<file path="config.mk">
export PLATFORM = sky130hd
export DESIGN_NAME = lcd_io_driver
export DESIGN_NICKNAME = d
export VERILOG_FILES = /design/src/rtl/lcd_io_driver.sv
export SDC_FILE = /design/constraint.sdc
export NUM_CORES = 1
export LEC_CHECK = 0
export BUFFER_PORTS_ARGS = -buffer_cell sky130_fd_sc_hd__buf_4
export CAP_MARGIN = 15
export CORE_ASPECT_RATIO = 1.75
export CORE_MARGIN = 2
export CORE_UTILIZATION = 31
export DETAILED_ROUTE_END_ITERATION = 16
export PLACE_DENSITY_LB_ADDON = 0.05
export SYNTH_ARGS = -nofsm -noshare
export SYNTH_HDL_FRONTEND = slang
export SYNTH_SLANG_ARGS = --single-unit
export TNS_END_PERCENT = 1
</file>
<file path="constraint.sdc">
create_clock -name i_clk -period 7 [get_ports i_clk]
set_clock_uncertainty 0.1 [all_clocks]
set_input_delay 1.4 -clock i_clk [delete_from_list [all_inputs] [get_ports i_clk]]
set_output_delay 1.4 -clock i_clk [all_outputs]
set_load 0.03 [all_outputs]
</file>
<file path="src/rtl/lcd_io_driver.sv">
// HD44780-style write sequencer fed by the core's memory-mapped LCD register.
// Optional macro LCD_IO_CMD_CNT_EN adds o_cmd_cnt, a wrapping count of completed writes.
module lcd_io_driver #(
    parameter int SETUP_CYC    = 4,
    parameter int EN_CYC       = 25,
    parameter int HOLD_CYC     = 4,
    parameter int WAIT_CYC     = 2500,
    parameter int CLR_WAIT_CYC = 82000
) (
    input  logic        i_clk,
    input  logic        i_rst_n,
    input  logic [31:0] i_io_lcd,
    output logic        o_lcd_on,
    output logic        o_lcd_en,
    output logic        o_lcd_rs,
    output logic        o_lcd_rw,
    output logic [7:0]  o_lcd_data,
    output logic        o_busy,
    output logic        o_overrun
`ifdef LCD_IO_CMD_CNT_EN
    ,
    output logic [15:0] o_cmd_cnt
`endif
);

    localparam int CW = $clog2(CLR_WAIT_CYC + 1);

    localparam logic [CW-1:0] SETUP_LD = CW'(SETUP_CYC - 1);
    localparam logic [CW-1:0] EN_LD    = CW'(EN_CYC - 1);
    localparam logic [CW-1:0] HOLD_LD  = CW'(HOLD_CYC - 1);
    localparam logic [CW-1:0] WAIT_LD  = CW'(WAIT_CYC - 1);
    localparam logic [CW-1:0] CLR_LD   = CW'(CLR_WAIT_CYC - 1);

    typedef enum logic [2:0] {
        ST_IDLE,
        ST_SETUP,
        ST_PULSE,
        ST_HOLD,
        ST_WAIT
    } state_t;

    state_t        state;
    logic [CW-1:0] cnt;

    logic       s_on;
    logic       s_tog;
    logic       s_rs;
    logic [7:0] s_data;
    logic       t_prev;

    logic       pend;
    logic       pend_rs;
    logic [7:0] pend_data;

    logic req;
    logic cnt_done;
    logic wait_end;
    logic is_clear;

    // Only ON, toggle, RS and DATA are architected; the rest of the word is reserved.
    logic unused_io_bits;
    assign unused_io_bits = ^{i_io_lcd[30:11], i_io_lcd[8]};

    // NOTE: all state below uses non-blocking assignments so every register
    // samples the pre-edge values of its neighbours, regardless of block order.
    always_ff @(posedge i_clk) begin
        if (!i_rst_n) begin
            s_on   <= 1'b0;
            s_tog  <= 1'b0;
            s_rs   <= 1'b0;
            s_data <= 8'h00;
            t_prev <= 1'b0;
        end else begin
            s_on   <= i_io_lcd[31];
            s_tog  <= i_io_lcd[10];
            s_rs   <= i_io_lcd[9];
            s_data <= i_io_lcd[7:0];
            t_prev <= s_tog;
        end
    end

    assign req      = s_tog ^ t_prev;
    assign cnt_done = (cnt == '0);
    assign wait_end = (state == ST_WAIT) && cnt_done;
    // Clear (0x01) and return-home (0x02/0x03) need the long execution wait.
    assign is_clear = !o_lcd_rs && (o_lcd_data[7:2] == 6'd0) && (o_lcd_data != 8'h00);

    assign o_lcd_on = s_on;
    assign o_lcd_rw = 1'b0;

    always_ff @(posedge i_clk) begin
        if (!i_rst_n) begin
            state      <= ST_IDLE;
            cnt        <= '0;
            pend       <= 1'b0;
            pend_rs    <= 1'b0;
            pend_data  <= 8'h00;
            o_lcd_en   <= 1'b0;
            o_lcd_rs   <= 1'b0;
            o_lcd_data <= 8'h00;
            o_busy     <= 1'b0;
            o_overrun  <= 1'b0;
        end else begin
            o_overrun <= 1'b0;

            case (state)
                ST_IDLE: begin
                    if (req) begin
                        state      <= ST_SETUP;
                        cnt        <= SETUP_LD;
                        o_lcd_rs   <= s_rs;
                        o_lcd_data <= s_data;
                        o_busy     <= 1'b1;
                    end
                end
                ST_SETUP: begin
                    if (cnt_done) begin
                        state    <= ST_PULSE;
                        cnt      <= EN_LD;
                        o_lcd_en <= 1'b1;
                    end else begin
                        cnt <= cnt - CW'(1);
                    end
                end
                ST_PULSE: begin
                    if (cnt_done) begin
                        state    <= ST_HOLD;
                        cnt      <= HOLD_LD;
                        o_lcd_en <= 1'b0;
                    end else begin
                        cnt <= cnt - CW'(1);
                    end
                end
                ST_HOLD: begin
                    if (cnt_done) begin
                        state <= ST_WAIT;
                        cnt   <= is_clear ? CLR_LD : WAIT_LD;
                    end else begin
                        cnt <= cnt - CW'(1);
                    end
                end
                ST_WAIT: begin
                    if (cnt_done) begin
                        if (pend) begin
                            // Older buffered request goes first; a coincident new one refills the slot.
                            state      <= ST_SETUP;
                            cnt        <= SETUP_LD;
                            o_lcd_rs   <= pend_rs;
                            o_lcd_data <= pend_data;
                            pend       <= req;
                            if (req) begin
                                pend_rs   <= s_rs;
                                pend_data <= s_data;
                            end
                        end else if (req) begin
                            state      <= ST_SETUP;
                            cnt        <= SETUP_LD;
                            o_lcd_rs   <= s_rs;
                            o_lcd_data <= s_data;
                        end else begin
                            state  <= ST_IDLE;
                            o_busy <= 1'b0;
                        end
                    end else begin
                        cnt <= cnt - CW'(1);
                    end
                end
                default: begin
                    state    <= ST_IDLE;
                    cnt      <= '0;
                    o_lcd_en <= 1'b0;
                    o_busy   <= pend;
                end
            endcase

            if (req && (state != ST_IDLE) && !wait_end) begin
                if (!pend) begin
                    pend      <= 1'b1;
                    pend_rs   <= s_rs;
                    pend_data <= s_data;
                end else begin
                    o_overrun <= 1'b1;
                end
            end
        end
    end

`ifdef LCD_IO_CMD_CNT_EN
    always_ff @(posedge i_clk) begin
        if (!i_rst_n) begin
            o_cmd_cnt <= 16'h0000;
        end else if (wait_end) begin
            o_cmd_cnt <= o_cmd_cnt + 16'h0001;
        end
    end
`endif

endmodule

</file>
==> flow_metrics.env <==
export IMPL_detail_route_vias_per_cell=5.37
export IMPL_depth_of_the_worst_register_to_register_path=7
export IMPL_place_detailed_hpwl_mm=5.74
export IMPL_switching_share=0.486
export IMPL_tns_ns=0
export IMPL_htree_levels=2
export IMPL_element_type_at_the_critical_path_end="flip-flop"
export IMPL_synth_common_cells="sky130_fd_sc_hd__dfxtp_1, sky130_fd_sc_hd__nand2_1, sky130_fd_sc_hd__clkbuf_1, sky130_fd_sc_hd__nor3_1"
export IMPL_power_switching_uw=819
export IMPL_worstMarginPinSlew_ns=0.966
export IMPL_cts_repair_timing_setup_buffer_count=0
export IMPL_fp_dieW_um=76.0
export IMPL_clkLatencyLatePin_ns=0.30
export IMPL_hold_path_startpoint="pend_data[3]"
export IMPL_route_detailed_drc=0
export IMPL_p_clk_frac=0.164
export IMPL_cts_inserted_buffers=5
export IMPL_placementRows=46
export IMPL_fin_area_um2=3200
export IMPL_crit_chain="inv_1 -> ha_1 -> or4b_2 -> o41ai_4 -> nand2_1 -> a21oi_2 -> o221a_2"
export IMPL_maxCapViolations=0
export IMPL_placed_cell_area_um2=3040
export IMPL_final_core_occ=0.359
export IMPL_p_int_uw=867
export IMPL_synth_enable_flop_cells=0
export IMPL_reg2reg_from="cnt[0]"
export IMPL_io_buffer_count=25
export IMPL_yosys_cell_count_top_type="sky130_fd_sc_hd__dfxtp_1"
export IMPL_drt_initial_drc_count=84
export IMPL_hold_class="reg -> reg"
export IMPL_yosysTopAreaCell="sky130_fd_sc_hd__dfxtp_1"
export IMPL_dr_pass1_iters=4
export IMPL_initial_core_util=0.315
export IMPL_cp_buf_inv_count=1
export IMPL_yosysWarnings=0
export IMPL_status="finished, final reports clean"
export IMPL_ys_types=56
export IMPL_grt_overflow_total=0
export IMPL_top_layer_used="met4"
export IMPL_syn_nets=362
export IMPL_post_synth_instance_area_um2=2810
export IMPL_grt_first_pass_wirelength_mm=12.9
export IMPL_cts_resized_gates=0
export IMPL_synth_area_leaders="sky130_fd_sc_hd__dfxtp_1, sky130_fd_sc_hd__nand2_1, sky130_fd_sc_hd__o221a_2, sky130_fd_sc_hd__mux2i_1, sky130_fd_sc_hd__nor3_1"
export IMPL_nNetsFinal=370
export IMPL_min_period_ns=3.21
export IMPL_fraction_of_the_cycle_the_final_worst_path_needs=0.458
export IMPL_worst_endpoint_required_ns=7.15
export IMPL_timing_reg2reg_setup_slack_ns=3.79
export IMPL_synth_area_per_cell_um2=8.62
export IMPL_pwr_density_cell_nw_per_um2=527
export IMPL_layout_area_overhead_vs_synth_pct=13.8
export IMPL_gr_usage_all_layers=0.167
export IMPL_antenna_found_initial=0
export IMPL_share_seq_of_total_power=0.264
export IMPL_timing_fmax_mhz=312
export IMPL_slew_limit_headroom=0.351
export IMPL_dieArea_um2=9880
export IMPL_final_hold_violation_count=0
export IMPL_die_h_um=130
export IMPL_cts_hold_buffers=0
export IMPL_clockBufferDepth=2
export IMPL_vias_in_the_first_global_route=2395
export IMPL_detailroute_via_count=2444
export IMPL_core_area_um2=8920
export IMPL_rsz_0062_raised_after_global_routing="false"
export IMPL_synth_async_sr_flop_share=0
export IMPL_gp_congestion=0.757
export IMPL_power_frac_comb=0.572
export IMPL_finalMaxSlewViolations=0
export IMPL_clk_root_buffer_cell="sky130_fd_sc_hd__clkbuf_16"
export IMPL_path_delay_family="compound AO/OA/AOI/OAI gates"
export IMPL_critical_path_arrival_ns=3.36
export IMPL_io_pin_count=48
export IMPL_finalSetupViolCount=0
export IMPL_routed_wire_length_per_instance_um=17.4
export IMPL_synth_main_ff_cell="sky130_fd_sc_hd__dfxtp_1"
export IMPL_dr_wl_met3_um=165
export IMPL_tritoncts_num_sinks=54
export IMPL_cts_tree="done"
export IMPL_static_leakage_power_uw=0.00121
export IMPL_grt_max_degree=51
export IMPL_critical_path_max_fanout=12
export IMPL_worstHoldPathCells=2
export IMPL_synth_ff_latch_count=54
export IMPL_ys_seq_area_frac=0.385
export IMPL_wirelength_mm=7.92
export IMPL_synthesis_instances=326
export IMPL_worstHoldEndpoint="pend_data[3]"
export IMPL_timing_setup_critical_path_class="reg -> reg"
export IMPL_antenna_violating_nets_post_route=0
export IMPL_cts_clk_slew_worst_paths_ns=0.08
export IMPL_startpoint_type="flip-flop"
export IMPL_diode_insertion_count_for_antenna_repair=0
export IMPL_post_synth_top_area_fraction=0.385
export IMPL_ratio_of_cells_with_drive_above_1_in_the_final_layout=0.167
export IMPL_vdd_drop_max_mv=0.193
export IMPL_detailroute_wirelength_met2_mm=4.37
export IMPL_crit_path_top_delay_cell="sky130_fd_sc_hd__or4b_2"
export IMPL_routedLengthMet1_mm=3.19
export IMPL_r2r_end="o_lcd_rs"
export IMPL_max_stage_delay_on_crit_path_ns=0.76
layout make-up:
class                           count  area, um^2
Timing Repair Buffer               28         210
Fill cell                         958        5720
Sequential cell                    54        1080
Multi-Input combinational cell    238        1570
Tap cell                          120         150
Clock buffer                        6         139
Clock inverter                      2        20.0
Inverter                            7        26.3
power groups by stage:
stage	clock, uW	combinational [uW]	sequential (uW)
after CTS	285	972	445
after detailed placement	0	968	451
after floorplan	0	749	456
after global placement	0	968	451
final	277	964	444
after global routing	295	1070	455
placed cells by master, fill, tap and decap left out, drive strengths merged, types with 2 or more instances in the layout:
cell and n:
a21o 3, nor3 19, a21oi 18, nand3 4
nand4b 2, a211oi 6, nand2 41, o41ai 3
or3b 2, o21a 2, inv 9, o211a 3
or3 2, o22a 9, mux2i 11, or4 5
nand3b 3, o21ai 18, and2 14, buf 28
nor2 17, clkbuf 6, o211ai 5, xnor2 3
dfxtp 54, xor2 3, and4 3, ha 2
nor4 7, o221a 10, a31oi 6
kinds of logic after synthesis:
group           share of synthesized area
buf+inv                            0.0587
compound gates                      0.257
xor+xnor                           0.0187
fa+ha+maj                         0.00890
mux                                0.0392
other cells                       0.00133
simple gates                        0.232
flops                               0.385
flip-flops by register name (all words and copies together) (netlist names):
register	count
cnt	17
o_busy	1
o_lcd_data	8
o_lcd_en	1
o_lcd_on	1
o_lcd_rs	1
o_overrun	1
pend	1
pend_data	8
pend_rs	1
s_data	8
s_rs	1
s_tog	1
state	3
t_prev	1
worst min-delay path: cells and delay by family, from the launching register on:
kind / cells / cell delay, ns
flip-flops: 1 / 0.32
AND/OR/NAND/NOR: 1 / 0.05
multiplexers: 1 / 0.05
stage by stage:
step           hold slack [ns]  cells  power, uW  worst slack [ns]
3_5_place_dp             0.353    447       1420              3.79
3_3_place_gp             0.344    447       1420              3.77
5_1_grt                  0.382    455       1820              3.58
4_1_cts                  0.363    455       1700              3.75
6_report                 0.361    455       1690              3.79
2_1_floorplan            0.335    326       1210              4.45
routing by layer:
metal  GRT usage  up-vias
li1            -     1214
met1       0.175     1189
met2       0.334       33
met3      0.0228        8
met4      0.0695        0
met5           0        -
how the worst max path moves through the flow:
stage / startpoint / end / slack [ns] / depth (start not counted)
4_1_cts: cnt[0] / o_lcd_rs / 3.75 / 7
3_3_place_gp: cnt[0] / o_lcd_rs / 3.77 / 7
5_1_grt: cnt[1] / o_lcd_rs / 3.58 / 7
6_report: cnt[0] / o_lcd_rs / 3.79 / 7
2_1_floorplan: cnt[0] / cnt[0] / 4.45 / 10
3_5_place_dp: cnt[0] / o_lcd_rs / 3.79 / 7
Note: power is estimated with default switching activity, not from simulation.
